`src/rtl/stepdown_discharge_seq_if.sv`:
```
// Control bundle between the enable/UVLO logic, the output comparator and the
// step-down discharge sequencer.
//   en_req, uvlo, vout_low : asynchronous status/requests into the sequencer
//   dis_time               : discharge timeout in clock cycles
//   fault_clr              : synchronous pulse that clears a latched fault
//   conv_on                : converter run enable
//   dis_arm, dis_go        : NAND2 inputs i0 / i1 of the discharge gate drive
//   dis_done, dis_fault    : discharge completion pulse / sticky timeout flag
// The master modport is the side that drives the requests; the slave modport
// is the sequencer.
interface stepdown_discharge_seq_if #(
  parameter int DIS_W = 10
);
  logic             en_req;
  logic             uvlo;
  logic             vout_low;
  logic [DIS_W-1:0] dis_time;
  logic             fault_clr;
  logic             conv_on;
  logic             dis_arm;
  logic             dis_go;
  logic             dis_done;
  logic             dis_fault;

  modport master (
    output en_req, uvlo, vout_low, dis_time, fault_clr,
    input  conv_on, dis_arm, dis_go, dis_done, dis_fault
  );

  modport slave (
    input  en_req, uvlo, vout_low, dis_time, fault_clr,
    output conv_on, dis_arm, dis_go, dis_done, dis_fault
  );
endinterface

```
`src/rtl/stepdown_discharge_seq.sv`:
```
// Step-down output discharge sequencer. Drives the two inputs of the
// discharge NAND2 cell (dis_arm -> i0, dis_go -> i1); the discharge FET is on
// only while both are high. On disable or UVLO the converter is switched off,
// the cell is armed for one cycle, then Vout is discharged until the
// comparator reports low (success pulse) or the programmable timeout expires
// (sticky fault, cleared by fault_clr).
// Ports:
//   CLK            block clock, rising edge
//   RSTN           asynchronous active-low reset, synchronous release
//   CELV/CELG/SUB  supply, ground, substrate (connectivity only)
//   bus            control bundle, slave side (see stepdown_discharge_seq_if)
// Parameters:
//   DEB_CYC  consecutive synced cycles of disagreement before en_db follows
//   DIS_W    width of the discharge timeout counter and of dis_time
module stepdown_discharge_seq #(
  parameter int DEB_CYC = 8,
  parameter int DIS_W   = 10
) (
  input  logic                    CLK,
  input  logic                    RSTN,
  input  logic                    CELV,
  input  logic                    CELG,
  input  logic                    SUB,
  stepdown_discharge_seq_if.slave bus
);

  typedef enum logic [2:0] {
    S_OFF,
    S_ON,
    S_ARM,
    S_DISCH,
    S_DONE,
    S_FAULT
  } state_t;

  localparam logic [3:0] DEB_LAST = 4'(DEB_CYC - 1);

  // Supply pins carry no logic; fold them into one sink net.
  logic unused_supply;
  assign unused_supply = ^{CELV, CELG, SUB};

  logic [1:0] en_sync;
  logic [1:0] uvlo_sync;
  logic [1:0] vout_sync;
  logic       en_s;
  logic       uvlo_s;
  logic       vout_s;

  logic [3:0] deb_cnt;
  logic       en_db;

  state_t           state;
  state_t           state_nxt;
  logic [DIS_W-1:0] dis_cnt;
  logic [DIS_W-1:0] dis_cnt_nxt;
  logic             vout_prev;
  logic             vout_prev_nxt;
  logic             qual;

  logic conv_on_q, dis_arm_q, dis_go_q, dis_done_q, dis_fault_q;
  logic conv_on_nxt, dis_arm_nxt, dis_go_nxt, dis_done_nxt, dis_fault_nxt;

  assign en_s   = en_sync[1];
  assign uvlo_s = uvlo_sync[1];
  assign vout_s = vout_sync[1];

  always_ff @(posedge CLK or negedge RSTN) begin
    if (!RSTN) begin
      en_sync   <= '0;
      uvlo_sync <= '0;
      vout_sync <= '0;
    end else begin
      en_sync   <= {en_sync[0], bus.en_req};
      uvlo_sync <= {uvlo_sync[0], bus.uvlo};
      vout_sync <= {vout_sync[0], bus.vout_low};
    end
  end

  // en_db flips on the DEB_CYC-th consecutive disagreeing cycle; any
  // agreeing cycle restarts the run.
  always_ff @(posedge CLK or negedge RSTN) begin
    if (!RSTN) begin
      deb_cnt <= '0;
      en_db   <= 1'b0;
    end else if (en_s == en_db) begin
      deb_cnt <= '0;
    end else if (deb_cnt == DEB_LAST) begin
      deb_cnt <= '0;
      en_db   <= en_s;
    end else begin
      deb_cnt <= deb_cnt + 4'd1;
    end
  end

  // Outputs are decoded from the next state and registered together with the
  // state, so every output comes straight from a flop and the async reset
  // drops dis_go/dis_arm/conv_on without any combinational path.
  always_comb begin
    state_nxt     = state;
    dis_cnt_nxt   = '0;
    vout_prev_nxt = (state == S_DISCH) && vout_s;
    qual          = (state == S_DISCH) && vout_s && vout_prev;

    case (state)
      S_OFF:   if (en_db && !uvlo_s) state_nxt = S_ON;
      S_ON:    if (!en_db || uvlo_s) state_nxt = S_ARM;
      S_ARM:   state_nxt = S_DISCH;
      S_DISCH: begin
        // Qualification is tested first so it wins over a same-cycle timeout.
        if (qual)                         state_nxt = S_DONE;
        else if (dis_cnt == bus.dis_time) state_nxt = S_FAULT;
      end
      S_DONE:  state_nxt = S_OFF;
      S_FAULT: if (bus.fault_clr) state_nxt = S_OFF;
      default: state_nxt = S_OFF;
    endcase

    // Counter is zero in the first DISCH cycle and counts up while staying.
    if (state_nxt == S_DISCH && state == S_DISCH) dis_cnt_nxt = dis_cnt + 1'b1;

    conv_on_nxt   = (state_nxt == S_ON);
    dis_arm_nxt   = (state_nxt == S_ARM) || (state_nxt == S_DISCH);
    dis_go_nxt    = (state_nxt == S_DISCH);
    dis_done_nxt  = (state_nxt == S_DONE);
    dis_fault_nxt = (state_nxt == S_FAULT);
  end

  always_ff @(posedge CLK or negedge RSTN) begin
    if (!RSTN) begin
      state       <= S_OFF;
      dis_cnt     <= '0;
      vout_prev   <= 1'b0;
      conv_on_q   <= 1'b0;
      dis_arm_q   <= 1'b0;
      dis_go_q    <= 1'b0;
      dis_done_q  <= 1'b0;
      dis_fault_q <= 1'b0;
    end else begin
      state       <= state_nxt;
      dis_cnt     <= dis_cnt_nxt;
      vout_prev   <= vout_prev_nxt;
      conv_on_q   <= conv_on_nxt;
      dis_arm_q   <= dis_arm_nxt;
      dis_go_q    <= dis_go_nxt;
      dis_done_q  <= dis_done_nxt;
      dis_fault_q <= dis_fault_nxt;
    end
  end

  assign bus.conv_on   = conv_on_q;
  assign bus.dis_arm   = dis_arm_q;
  assign bus.dis_go    = dis_go_q;
  assign bus.dis_done  = dis_done_q;
  assign bus.dis_fault = dis_fault_q;

endmodule

```
`src/flat_wrapper.sv`:
```
// flat-port wrapper written by rule: the top's interface ports become plain ports
module stepdown_discharge_seq_flat 
#(
  parameter int DEB_CYC = 8,
  parameter int DIS_W   = 10
)
  (CLK, RSTN, CELV, CELG, SUB, bus_en_req, bus_uvlo, bus_vout_low, bus_dis_time, bus_fault_clr, bus_conv_on, bus_dis_arm, bus_dis_go, bus_dis_done, bus_dis_fault);
  stepdown_discharge_seq_if #(.DIS_W(DIS_W)) bus_i ();
  input  logic CLK;
  input  logic RSTN;
  input  logic CELV;
  input  logic CELG;
  input  logic SUB;
  input wire logic [$bits(bus_i.en_req)-1:0] bus_en_req;
  input wire logic [$bits(bus_i.uvlo)-1:0] bus_uvlo;
  input wire logic [$bits(bus_i.vout_low)-1:0] bus_vout_low;
  input wire logic [$bits(bus_i.dis_time)-1:0] bus_dis_time;
  input wire logic [$bits(bus_i.fault_clr)-1:0] bus_fault_clr;
  output wire logic [$bits(bus_i.conv_on)-1:0] bus_conv_on;
  output wire logic [$bits(bus_i.dis_arm)-1:0] bus_dis_arm;
  output wire logic [$bits(bus_i.dis_go)-1:0] bus_dis_go;
  output wire logic [$bits(bus_i.dis_done)-1:0] bus_dis_done;
  output wire logic [$bits(bus_i.dis_fault)-1:0] bus_dis_fault;
  assign bus_i.en_req = bus_en_req;
  assign bus_i.uvlo = bus_uvlo;
  assign bus_i.vout_low = bus_vout_low;
  assign bus_i.dis_time = bus_dis_time;
  assign bus_i.fault_clr = bus_fault_clr;
  assign bus_conv_on = bus_i.conv_on;
  assign bus_dis_arm = bus_i.dis_arm;
  assign bus_dis_go = bus_i.dis_go;
  assign bus_dis_done = bus_i.dis_done;
  assign bus_dis_fault = bus_i.dis_fault;
  stepdown_discharge_seq #(.DEB_CYC(DEB_CYC), .DIS_W(DIS_W)) u_core (.CLK(CLK), .RSTN(RSTN), .CELV(CELV), .CELG(CELG), .SUB(SUB), .bus(bus_i));
endmodule
```
`config.mk`:
```
export PLATFORM = sky130hd
export DESIGN_NAME = stepdown_discharge_seq_flat
export DESIGN_NICKNAME = d
export VERILOG_FILES = /design/src/rtl/stepdown_discharge_seq_if.sv /design/src/rtl/stepdown_discharge_seq.sv /design/src/flat_wrapper.sv
export SDC_FILE = /design/constraint.sdc
export NUM_CORES = 1
export LEC_CHECK = 0
export CORE_ASPECT_RATIO = 1.25
export CORE_MARGIN = 5
export CORE_UTILIZATION = 40
export CTS_BUF_LIST = sky130_fd_sc_hd__clkbuf_16
export DETAILED_ROUTE_END_ITERATION = 10
export PLACE_DENSITY = 0.69
export SYNTH_ARGS = -nofsm -noshare
export SYNTH_HDL_FRONTEND = slang
export SYNTH_SLANG_ARGS = --single-unit
```
`constraint.sdc`:
```
create_clock -name CLK -period 1.5 [get_ports CLK]
set_input_delay 0.15 -clock CLK [delete_from_list [all_inputs] [get_ports CLK]]
set_output_delay 0.15 -clock CLK [all_outputs]
set_load 0.01 [all_outputs]
```
==> results.toml, run 1 <==
[status]
outcome = "finished, final reports clean"

[final_layout]
diodes = 0
utilization_pct = 57.2
syn_to_final_growth_pct = 36.1
fin_area_um2 = 1840
fillCellCount = 287
drive_gt1_share_pct = 20.3
nNetsFinal = 173

[drt]
vias = 985
drt-vias-per-instance = 5.18
remaining_drc_errors = 0
wl_per_cell_um = 13.8
first_pass_iters = 4
initialDrtViolationCount = 20
ant_nets = 0
drt_wl_total_um = 2620

[power]
power_density_nw_per_um2 = 1490
ir_worst_vdd_uv = 1070
leakagePower_nw = 0.756

[cts]
clkLatencyLatePin_ns = 0.27
cts_buffers = 5
cts_tree = "built"
htreeDepth = 2
clockBufferDepth = 2
path_clk_slew_ns = 0.05
cts-root-buf = "clkbuf_16"
clock_sinks = 30

[critical_path]
arrival_ns = 1.58
crit_type = "flop to flop"
cp.depth = 5
r2r_slack_ns = 0.06
cp.required_ns = 1.64
cp_top_family = "flip-flops"
max_stage_delay_ns = 0.44
cp_slowest_cell = "dfrtp_2"
crit_path_cell_trace = "xnor2_1, nand4_1, o31ai_4, buf_12, nor3_1"
crit_path_end_kind = "flop"
startpoint_type = "flop"
worstReg2RegEnd = "u_core.dis_cnt[7]"
crit_fanout = 9
cp_num_buf_inv = 1
reg2reg_from = "u_core.dis_cnt[2]"
reg2regPathDepth = 5

[synthesis]
synth_fp_nets = 138
synth_cells = 117
yosys_register_bits = 30
syn_area_um2 = 1350
syn_area_per_cell_um2 = 11.6
synth_cell_types = 30
synth_seq_area_share_pct = 55.5
yosysWarnings = 0

[global_routing]
antenna_found_initial = 0
overflow = 0
grt_pass1_vias = 998
grt_pass1_wl_um = 4330
gr-usage-all-layers_pct = 13.4
grt_max_degree = 31

[sta]
rsz0062_at_grt = "yes"
worst_pin_slew_ns = 0.379
slew_headroom_pct = 74.7
timing_hold_violations_final = 0
slew_viol_final = 0
fin_ws_ns = 0.0600
fin_skew_ns = 0.00553
max_freq_ghz = 0.694
period_minus_slack_ns = 1.44
setup_tns_ns = 0
fin_crit_sh_pct = 96.0
setup_viol = 0

[placed_design]
dp_hpwl_um = 1850
place_ws_ns = -0.140
portBuffers = 20
gp_congestion = 0.835
placed_area_um2 = 1670

[floorplanning]
initial_core_util_pct = 42.0
die_w_um = 62.0
num_io_pins = 24
core-area_um2 = 3220
die_height_um = 75.0
dieArea_um2 = 4660
core.rowCount = 23

[worst_hold_path]
hold_class = "input pin to async pin"

[run]
cap_violations = 0
==> stage by stage <==
stage	instances	hold WS (ns)	power, mW
detailed placement	181	0.336	1.83
finish	190	0.259	2.76
CTS	189	0.271	2.76
floorplan	117	-0.146	1.54
global placement	181	0.335	1.81
global route	190	0.303	2.92
==> how the worst max path moves through the flow <==
stage                                  from           endpoint  slack (ns)
after detailed placement    bus_dis_time[8]  u_core.dis_cnt[7]       -0.14
final                     u_core.dis_cnt[2]  u_core.dis_cnt[7]        0.06
after global routing      u_core.dis_cnt[0]  u_core.dis_cnt[7]       -0.03
after CTS                 u_core.dis_cnt[2]  u_core.dis_cnt[7]        0.03
after floorplan           u_core.dis_cnt[4]  u_core.dis_cnt[2]        0.13
after global placement      bus_dis_time[8]  u_core.dis_cnt[5]       -0.12
==> Yosys cell counts <==
library cell   n  area (um^2)
ha_1           2         25.0
o21a_1         1         7.51
a211oi_1       2         15.0
mux2_2         1         11.3
and4_1         1         8.76
o31ai_4        1         21.3
nand3_1        5         25.0
nor3_1        11         55.1
or3b_1         1         8.76
and3_1         1         6.26
nor2_1         6         22.5
a2111oi_2      1         15.0
nor3b_1        3         22.5
nand4_1        3         18.8
o21ai_0        1         5.00
xor2_1         5         43.8
nor3b_2        1         12.5
or3_1          1         6.26
nor3_2         2         20.0
nand4_2        1         12.5
nand2b_1       1         6.26
nor2b_1        2         12.5
nand2_1        7         26.3
buf_2          2         10.0
o21ai_1        1         5.00
dfrtp_1       30          751
xnor2_2        1         16.3
xnor2_1       14          123
a21oi_1        6         30.0
inv_1          3         11.3
==> timing repair <==
action	CTS	global route
hold buffers	0	0
buffers inserted	0	1
gates resized for setup	0	8
endpoints found under the hold margin	0	0
endpoints found under the setup margin	0	12
==> power by group <==
group / leakage [nW] / switching, mW / total [mW] / internal, mW
clock: 0.0663 / 0.324 / 0.918 / 0.594
sequential: 0.385 / 0.148 / 1.11 / 0.964
combinational: 0.304 / 0.362 / 0.725 / 0.363
==> routing by layer <==
metal | track usage, % | share of wire (%)
met2 | 20.2 | 52
met5 | 0 | 0
met1 | 15.2 | 39
met3 | 6.52 | 6.6
met4 | 7.78 | 2.5
==> cells in the final DEF, fill, tap and decap left out, drive strengths merged <==
| cell | netlist | final |
|---|---|---|
| a2111oi | 1 | 1 |
| a211oi | 2 | 2 |
| a21oi | 6 | 6 |
| and3 | 1 | 1 |
| and4 | 1 | 1 |
| buf | 2 | 10 |
| clkbuf | 0 | 5 |
| clkdlybuf4s50 | 0 | 20 |
| clkinv | 0 | 3 |
| dfrtp | 30 | 30 |
| ha | 2 | 2 |
| inv | 3 | 3 |
| mux2 | 1 | 1 |
| nand2 | 7 | 7 |
| nand2b | 1 | 1 |
| nand3 | 5 | 5 |
| nand4 | 4 | 4 |
| nor2 | 6 | 6 |
| nor2b | 2 | 2 |
| nor3 | 13 | 13 |
| nor3b | 4 | 4 |
| o21a | 1 | 1 |
| o21ai | 2 | 2 |
| o31ai | 1 | 1 |
| or3 | 1 | 1 |
| or3b | 1 | 1 |
| xnor2 | 15 | 15 |
| xor2 | 5 | 5 |
==> worst reg2reg max path, stage by stage (launching register included) <==
cell and delay (ns):
dfrtp_2 0.44, xnor2_1 0.15, nand4_1 0.23, o31ai_4 0.28, buf_12 0.16, nor3_1 0.05
==> flip-flops by register name, summed over array words and instances, names as in the netlist <==
signal and cells:
u_core.vout_prev 1, u_core.bus.dis_done 1, u_core.en_db 1, u_core.state 3
u_core.deb_cnt 4, u_core.bus.dis_arm 1, u_core.dis_cnt 10, u_core.bus.dis_go 1
u_core.en_sync 2, u_core.vout_sync 2, u_core.bus.dis_fault 1, u_core.bus.conv_on 1
u_core.uvlo_sync 2
==> kinds of logic (layout without fill, tap and decap cells) <==
| group | count (synthesis) | count (layout) | synth area share [%] |
|---|---|---|---|
| adders and majority gates | 2 | 2 | 1.85 |
| buffers and inverters | 5 | 41 | 1.57 |
| and+or+nand+nor | 46 | 46 | 19.5 |
| muxes | 1 | 1 | 0.832 |
| xor gates and xnor gates | 20 | 20 | 13.5 |
| DFF | 30 | 30 | 55.5 |
| AOI/OAI and AO/OA | 13 | 13 | 7.30 |
==> layout make-up <==
class	count	area, um^2	share of cell area [%]
flip-flops and latches	30	753	40.9
multi-input cells	82	608	33.0
repair buffers	30	288	15.6
clock buffers	5	125	6.79
well taps	37	46.3	2.51
clock inverters	3	11.3	0.611
inverters	3	11.3	0.611
Power figures use the tool's default switching activity.
==> inputs of run 2 (changes only) <==
Settings changed: PLACE_DENSITY 0.69 to 0.65.
==> run 2 against run 1 <==
Against the previous run: critical path type unchanged; wire length decreased by 3.9%; combinational power barely moved; critical path depth stayed put; sequential share of layout area about the same; global-route usage grew 0.35 points; hold slack got worse by 0.0020 ns; sequential power hardly changed; setup slack gained 0.0023 ns; final area is 0.27% lower.
==> results.toml, run 2 (same netlist as run 1, synthesis figures left out) <==
[global_routing]
grt_pass1_wl_um = 4560
grt_pass1_vias = 1044
gr-usage-all-layers_pct = 13.7
antenna_found_initial = 0
grt_max_degree = 31
overflow = 0

[critical_path]
cp_slowest_cell = "dfrtp_1"
reg2regPathDepth = 5
crit_fanout = 9
cp.required_ns = 1.65
cp.depth = 5
crit_path_cell_trace = "xnor2_1, nand4_1, o31ai_4, buf_12, nor3_1"
max_stage_delay_ns = 0.43
cp-startpoint = "u_core.dis_cnt[2]"
arrival_ns = 1.59
cp_top_family = "flip-flops"
crit_type = "flop to flop"
cp_num_buf_inv = 1
startpoint_type = "flop"
crit_path_end_kind = "flop"
reg2reg_from = "u_core.dis_cnt[2]"

[cts]
path_clk_slew_ns = 0.05
clkLatencyLatePin_ns = 0.27
cts-root-buf = "clkbuf_16"
htreeDepth = 2
clock_sinks = 30
cts_buffers = 5
clockBufferDepth = 2
cts_tree = "built"

[drt]
initialDrtViolationCount = 32
first_pass_iters = 4
wl_per_cell_um = 13.3
ant_nets = 0
drt_wl_total_um = 2520
drt-vias-per-instance = 5.14
vias = 977
remaining_drc_errors = 0

[sta]
fin_skew_ns = 0.00408
setup_viol = 0
period_minus_slack_ns = 1.44
rsz0062_at_grt = "yes"
worst_pin_slew_ns = 0.366
fin_crit_sh_pct = 95.8
slew_headroom_pct = 75.6
whs_ns = 0.257
max_freq_ghz = 0.696
timing_hold_violations_final = 0
slew_viol_final = 0

[final_layout]
largest_register_ffs = 10
drive_gt1_share_pct = 19.6
final_common_cell = "dfrtp_1"
top_register = "u_core.dis_cnt"
nNetsFinal = 173
reg_top3 = "u_core.dis_cnt x10, u_core.deb_cnt x4, u_core.state x3"
syn_to_final_growth_pct = 35.8
utilization_pct = 57.0
mostFrequentLayoutCells = "dfrtp_1 (29), clkdlybuf4s50_1 (20), xnor2_1 (13), nor3_1 (11), buf_4 (9)"
diodes = 0

[floorplanning]
num_io_pins = 24
core.rowCount = 23
die_height_um = 75.0
dieArea_um2 = 4660
die_w_um = 62.0
core-area_um2 = 3220
initial_core_util_pct = 42.0

[power]
leakagePower_nw = 0.755
ir_worst_vdd_uv = 1010
power_density_nw_per_um2 = 1520

[status]
outcome = "finished, final reports clean"

[placed_design]
gp_congestion = 0.809
dp_hpwl_um = 1800
portBuffers = 20

[run]
cap_violations = 0

[worst_hold_path]
hold_class = "input pin to async pin"
==> run 2: routing by layer <==
layer | global-route usage (%) | up-vias | wire (um)
li1 | - | 478 | -
met1 | 15.1 | 470 | 1030
met2 | 22.5 | 23 | 1280
met3 | 5.32 | 6 | 146
met4 | 7.31 | 0 | 60
met5 | 0 | - | 0
==> run 2: path summary, 6_finish.rpt <==
check	end	slack (ns)
setup / recovery	u_core.dis_cnt[3]	0.06
hold / removal	u_core.deb_cnt[0]	0.26
setup reg to reg	u_core.dis_cnt[3]	0.06
hold reg to reg	u_core.en_sync[1]	0.34
max in group asynchronous	u_core.state[0]	0.95
min in group CLK	u_core.uvlo_sync[0]	0.32
==> run 2: layout make-up <==
cell class	count	area, um^2
fillers	276	1390
flip-flops and latches	30	752
multi-input cells	82	599
repair buffers	30	288
clock buffers	5	125
well taps	37	46.3
clock inverters	3	16.3
inverters	3	11.3
==> run 2: through the flow <==
stage	std cells	power, mW	area [um^2]	setup TNS [ns]	worst slack [ns]
after floorplan	117	1.54	1350	0	0.131
final	190	2.79	1840	0	0.0623
after global placement	182	1.82	1680	-1.32	-0.129
after detailed placement	182	1.84	1680	-1.58	-0.142
after CTS	190	2.81	1820	0	0.0250
after global routing	190	2.97	1840	-0.0156	-0.0116
==> run 2: what timing repair did <==
action                                  4_1_cts  5_1_grt
hold endpoints to repair                      0        0
endpoints found under the setup margin        0       11
buffers inserted                              0        0
hold buffers                                  0        0
resized for setup                             0        5
==> run 2: power by group <==
part / internal, mW / switching [mW]
Combinational: 0.365 / 0.357
Sequential: 0.966 / 0.153
Clock: 0.604 / 0.345
==> RTL change 1 (config.mk and constraints of run 1) <==
`DIS_W` is set to 10 in 3 places; all go to 5.
--- a/src/rtl/stepdown_discharge_seq_if.sv
+++ b/src/rtl/stepdown_discharge_seq_if.sv
@@ -10,5 +10,5 @@
 // is the sequencer.
 interface stepdown_discharge_seq_if #(
-  parameter int DIS_W = 10
+  parameter int DIS_W = 5
 );
   logic             en_req;
--- a/src/rtl/stepdown_discharge_seq.sv
+++ b/src/rtl/stepdown_discharge_seq.sv
@@ -15,5 +15,5 @@
 module stepdown_discharge_seq #(
   parameter int DEB_CYC = 8,
-  parameter int DIS_W   = 10
+  parameter int DIS_W   = 5
 ) (
   input  logic                    CLK,
--- a/src/flat_wrapper.sv
+++ b/src/flat_wrapper.sv
@@ -3,5 +3,5 @@
 #(
   parameter int DEB_CYC = 8,
-  parameter int DIS_W   = 10
+  parameter int DIS_W   = 5
 )
   (CLK, RSTN, CELV, CELG, SUB, bus_en_req, bus_uvlo, bus_vout_low, bus_dis_time, bus_fault_clr, bus_conv_on, bus_dis_arm, bus_dis_go, bus_dis_done, bus_dis_fault);
Interface: changed (resized bus_dis_time); port bits go from 24 to 19. No check against the original RTL was run, so the function may have changed too.
==> RTL change 1 against run 1 <==
  * Final cell count shrank 28%
  * Die area shrank 23%
  * Critical path depth did not move
  * Power is 22% lower
  * Combinational power down 15%
  * Highest routed layer is now met3
  * Setup slack improved by 0.14 ns
  * Non-clock buffer count is 12 lower
  * Design area down 30%
  * First-iteration DRC count is 55% lower
  * Synthesized area down 27%
  * Critical endpoint is now u_core.bus.dis_go$_DFF_PN0_
  * Sequential cell count fell by 5
  * Critical path type unchanged
  * Routed wire length is 41% lower
  * Clock skew decreased by 0.0023 ns
==> RTL change 1: results (changes against run 1) <==
metric;value;unit;change
status;complete, no violations;;
DR WL/cell;11.2;um;-19%
overall routing resource usage;10.5;%;-2.9 points
initial drt markers;9;;-55%
cell area after placement;1210;um^2;-28%
Port Buf Inserts;15;;-25%
syn_nets;98;;-29%
top cell types by occurrence after synthesis;dfrtp_1 (25), nor2_1 (10), xnor2_1 (8);;
Hold Path Class;primary input to async pin;;
met2 Use GR;19.2;%;-1.0 points
reg2reg path depth;5;;unchanged
CTS H-tree depth;1;;-1
met3 Use GR;2.04;%;-4.5 points
nets;121;;-30%
R2R Setup Slk;0.20;ns;+0.14 ns
Yosys cell types;25;;-17%
Critical Path Max Stage Delay;0.42;ns;-0.02 ns
Reg clk slew, reported paths;0.06;ns;
Slew HR;79.9;%;+5.2 points
worst r2r dst;u_core.bus.dis_go$_DFF_PN0_;;
TritonRoute pass-1 iters;4;;unchanged
Crit-path slowest cell;dfrtp_1;;
largest net degree at the start of global routing;26;;-16%
Critical Path Fanout Max;7;;-2
# fillers;219;;-24%
start of the worst register-to-register path;u_core.state[2]$_DFF_PN0_;;
first-pass GRT wire length;2750;um;-37%
number of global-route vias before repair;702;;-30%
Max VDD drop;0.000854;V;-20%
DPL Wire Length;1160;um;-37%
most frequent cell after synthesis;dfrtp_1;;
crit path DAT;1.49;ns;-0.09 ns
Static Leak;0.567;nW;-25%
RePlAce Congestion;0.798;;-4.5%
clock latency on the worst-skew pair;0.25;ns;-0.02 ns
sequential share of the synthesized area;63.1;%;+7.6 points
GR met1 Demand/Resource;11.0;%;-4.2 points
Clock Skews;0.00327;ns;-0.00227 ns
Place WS;0.0585;ns;+0.199 ns
Synth area leaders;dfrtp_1 (63%), xnor2_1 (7.1%), nor2_1 (3.8%), nand2b_1 (3.2%), ha_1 (2.5%);;
share of layout cells above drive strength 1;11.5;%;-8.7 points
DR vias;626;;-36%
leading registers by flop count;u_core.dis_cnt (5), u_core.deb_cnt (4), u_core.state (3);;
clock buffer count from CTS;3;;-2
CP top delay family;flip-flops;;
[RTL change 1: cell types whose count changed after synthesis, sizes merged, moves of 2 or more]
cell,before,now
nor3,13,2
nor2,6,10
xor2,5,2
buf,2,0
dfrtp,30,25
a211oi,2,0
xnor2,15,8
o22ai,0,2
nand2b,1,5
a21oi,6,2
nor3b,4,1
nand4,4,0
[RTL change 1: layout make-up]
cell class                 count  area, um^2  share of cell area (%)
clock buffer                   3        75.1                    5.83
clock inverter                 1        7.51                   0.583
inverter                       2        7.51                   0.583
multi-input combinational     55         359                    27.9
sequential                    25         626                    48.5
tap                           33        41.3                    3.20
timing repair buffer          18         173                    13.4
[RTL change 1: worst max path at each step]
| stage | from | end | slack [ns] | cells after the start |
|---|---|---|---|---|
| final | u_core.state[2]$_DFF_PN0_ | u_core.bus.dis_go$_DFF_PN0_ | 0.20 | 5 |
| after global routing | u_core.dis_cnt[2]$_DFF_PN0_ | u_core.bus.dis_arm$_DFF_PN0_ | 0.07 | 5 |
| after CTS | u_core.deb_cnt[0]$_DFF_PN0_ | u_core.en_db$_DFFE_PN0P_ | 0.20 | 4 |
| after detailed placement | bus_dis_time[4] | u_core.bus.dis_arm$_DFF_PN0_ | 0.06 | 6 |
| after global placement | bus_dis_time[4] | u_core.bus.dis_arm$_DFF_PN0_ | 0.08 | 6 |
| after floorplan | u_core.deb_cnt[0]$_DFF_PN0_ | u_core.en_db$_DFFE_PN0P_ | 0.33 | 4 |
[RTL change 1: stage by stage]
step                hold slack, ns  std cells
finish                       0.250        137
global route                 0.290        137
CTS                          0.266        137
detailed placement           0.338        133
global placement             0.331        133
floorplan                   -0.146         82
[RTL change 1: power by group]
group	switching [mW]	total, mW	internal [mW]
logic	0.298	0.617	0.319
clock network	0.224	0.585	0.361
registers	0.124	0.947	0.823
total	0.646	2.15	1.50
[RTL change 1: metal layers]
metal / wire, um / part of all wire [%] / up-vias
li1: - / - / 315
met1: 657 / 43 / 302
met2: 846 / 55 / 9
met4: 0 / 0 / 0
met5: 0 / 0 / -
met3: 35 / 2.3 / 0
[RTL change 1: logic make-up (layout without fill, tap and decap cells)]
kind of cell	after synthesis	after routing	share of synthesized area [%]
xor gates and xnor gates	10	10	8.83
adders and majority gates	2	2	2.52
DFF	25	25	63.1
buffers and inverters	2	24	0.757
and+or+nand+nor	33	33	16.4
muxes	1	1	1.13
AOI/OAI and AO/OA	9	9	7.31
[RTL change 1: worst reg2reg max path, stage by stage (launching register included)]
cell	delay (ns)
dfrtp_1	0.42
nand3b_1	0.24
a21oi_2	0.18
o21ai_2	0.09
buf_4	0.17
a21boi_2	0.14
==> RTL change 2 (config.mk and constraints of run 1) <==
Made on the original files. The 6 states of `state_t` get a one-hot encoding in 6 bits.
--- a/src/rtl/stepdown_discharge_seq.sv
+++ b/src/rtl/stepdown_discharge_seq.sv
@@ -25,11 +25,11 @@
 );
 
-  typedef enum logic [2:0] {
-    S_OFF,
-    S_ON,
-    S_ARM,
-    S_DISCH,
-    S_DONE,
-    S_FAULT
+  typedef enum logic [5:0] {
+    S_OFF   = 6'b000001,
+    S_ON    = 6'b000010,
+    S_ARM   = 6'b000100,
+    S_DISCH = 6'b001000,
+    S_DONE  = 6'b010000,
+    S_FAULT = 6'b100000
   } state_t;
 
Formal check against the unedited RTL: same outputs for any inputs over 10 cycles, from zero or initial values and one cycle with RSTN low; not proved beyond that.
==> RTL change 2 against run 1 <==
  * The flow now finishes with violations (setup timing)
  * Clock power increased by 3.8%
  * Sequential power decreased by 6%
  * Sequential cell count increased by 3
  * Power decreased by 13%
  * Worst hold slack got worse by 0.10 ns
  * Critical path depth increased by 1
  * Count of clock-buffer cells in the layout unchanged
  * Routed wire length increased by 5.2%
  * Synthesized area increased by 5.1%
  * Non-clock buffer count increased by 7
  * Setup slack got worse by 0.12 ns
  * Design area increased by 7.3%
  * Critical path type unchanged
==> RTL change 2: results (changes against run 1) <==
metric;value;unit;change
overall routing resource usage;12.9;%;-0.50 points
Critical Path Start;u_core.dis_cnt[6]$_DFF_PN0_;;
sequential share of the synthesized area;58.1;%;+2.7 points
failing checks;setup timing;;
Synth area leaders;dfrtp_1 (56%), xor2_1 (9.2%), nor2_1 (4.2%), xnor2_1 (3.7%), nor2b_1 (2.2%);;
crit path DAT;1.71;ns;+0.13 ns
Place WS;-0.328;ns;-0.188 ns
leading registers by flop count;u_core.dis_cnt (10), u_core.state (6), u_core.deb_cnt (4);;
Hold WS;0.154;ns;-0.105 ns
DR vias;1023;;+3.9%
syn_nets;143;;+3.6%
Sw Pwr;0.583;mW;-30%
met1 wire length;1170;um;+15%
top cell types by occurrence after synthesis;dfrtp_1 (32), nor2_1 (16), xor2_1 (15);;
share of layout cells above drive strength 1;23.5;%;+3.2 points
multiplexer share of the synthesized area;0.792;%;-0.040 points
met3 Use GR;4.82;%;-1.7 points
total negative slack;-0.624;ns;-0.624 ns
combinational power share;17.2;%;-9.1 points
status;finished, violations left;;
P per Cell Area;1220;nW/um^2;-19%
DR WL/cell;13.4;um;-2.5%
met2 Use GR;20.1;%;-0.039 points
crit path to;u_core.bus.dis_arm$_DFF_PN0_;;
initial drt markers;53;;+170%
met3 WL;143;um;-17%
post-route worst setup slack;-0.0582;ns;-0.118 ns
met2 wire len;1380;um;+1.3%
CP top delay family;simple AND/OR/NAND/NOR gates;;
GR met1 Demand/Resource;15.7;%;+0.56 points
register area;827;um^2;+9.8%
Static Leak;0.895;nW;+18%
DPL Wire Length;2080;um;+13%
first-pass GRT wire length;4970;um;+15%
via-per-instance ratio;4.99;;-3.7%
Max VDD drop;0.000815;V;-24%
# fillers;286;;-0.35%
XOR/XNOR Fraction of Synth Area;12.9;%;-0.56 points
cell count after synthesis;122;;+4.3%
Setup violations, final;13;;+13
Synth Area in Adders;1.76;%;-0.089 points
RTL change 2: cell types whose count changed in the layout (fill, tap and decap cells not counted), moves of 3 or more:
cell / run 1 / this run
buf_4: 9 / 15
xnor2_1: 13 / 6
a21oi_1: 5 / 1
nor2_1: 6 / 16
nor2b_1: 2 / 5
dfrtp_1: 28 / 32
clkinv_1: 3 / 0
xor2_1: 5 / 15
nor3_1: 11 / 2
RTL change 2: cell type report:
cell class / instances / area share (%)
inverter: 1 / 0.190
clock inverter: 3 / 0.886
sequential: 33 / 41.8
multi-input combinational: 87 / 30.9
clock buffer: 5 / 6.33
tap: 39 / 2.47
timing repair buffer: 37 / 17.4
RTL change 2: timing repair:
| action | 4_1_cts | 5_1_grt |
|---|---|---|
| cloned | 0 | 0 |
| endpoints found under the setup margin | 14 | 15 |
| buffers inserted | 3 | 1 |
| resized for setup | 4 | 6 |
| pin swaps | 6 | 5 |
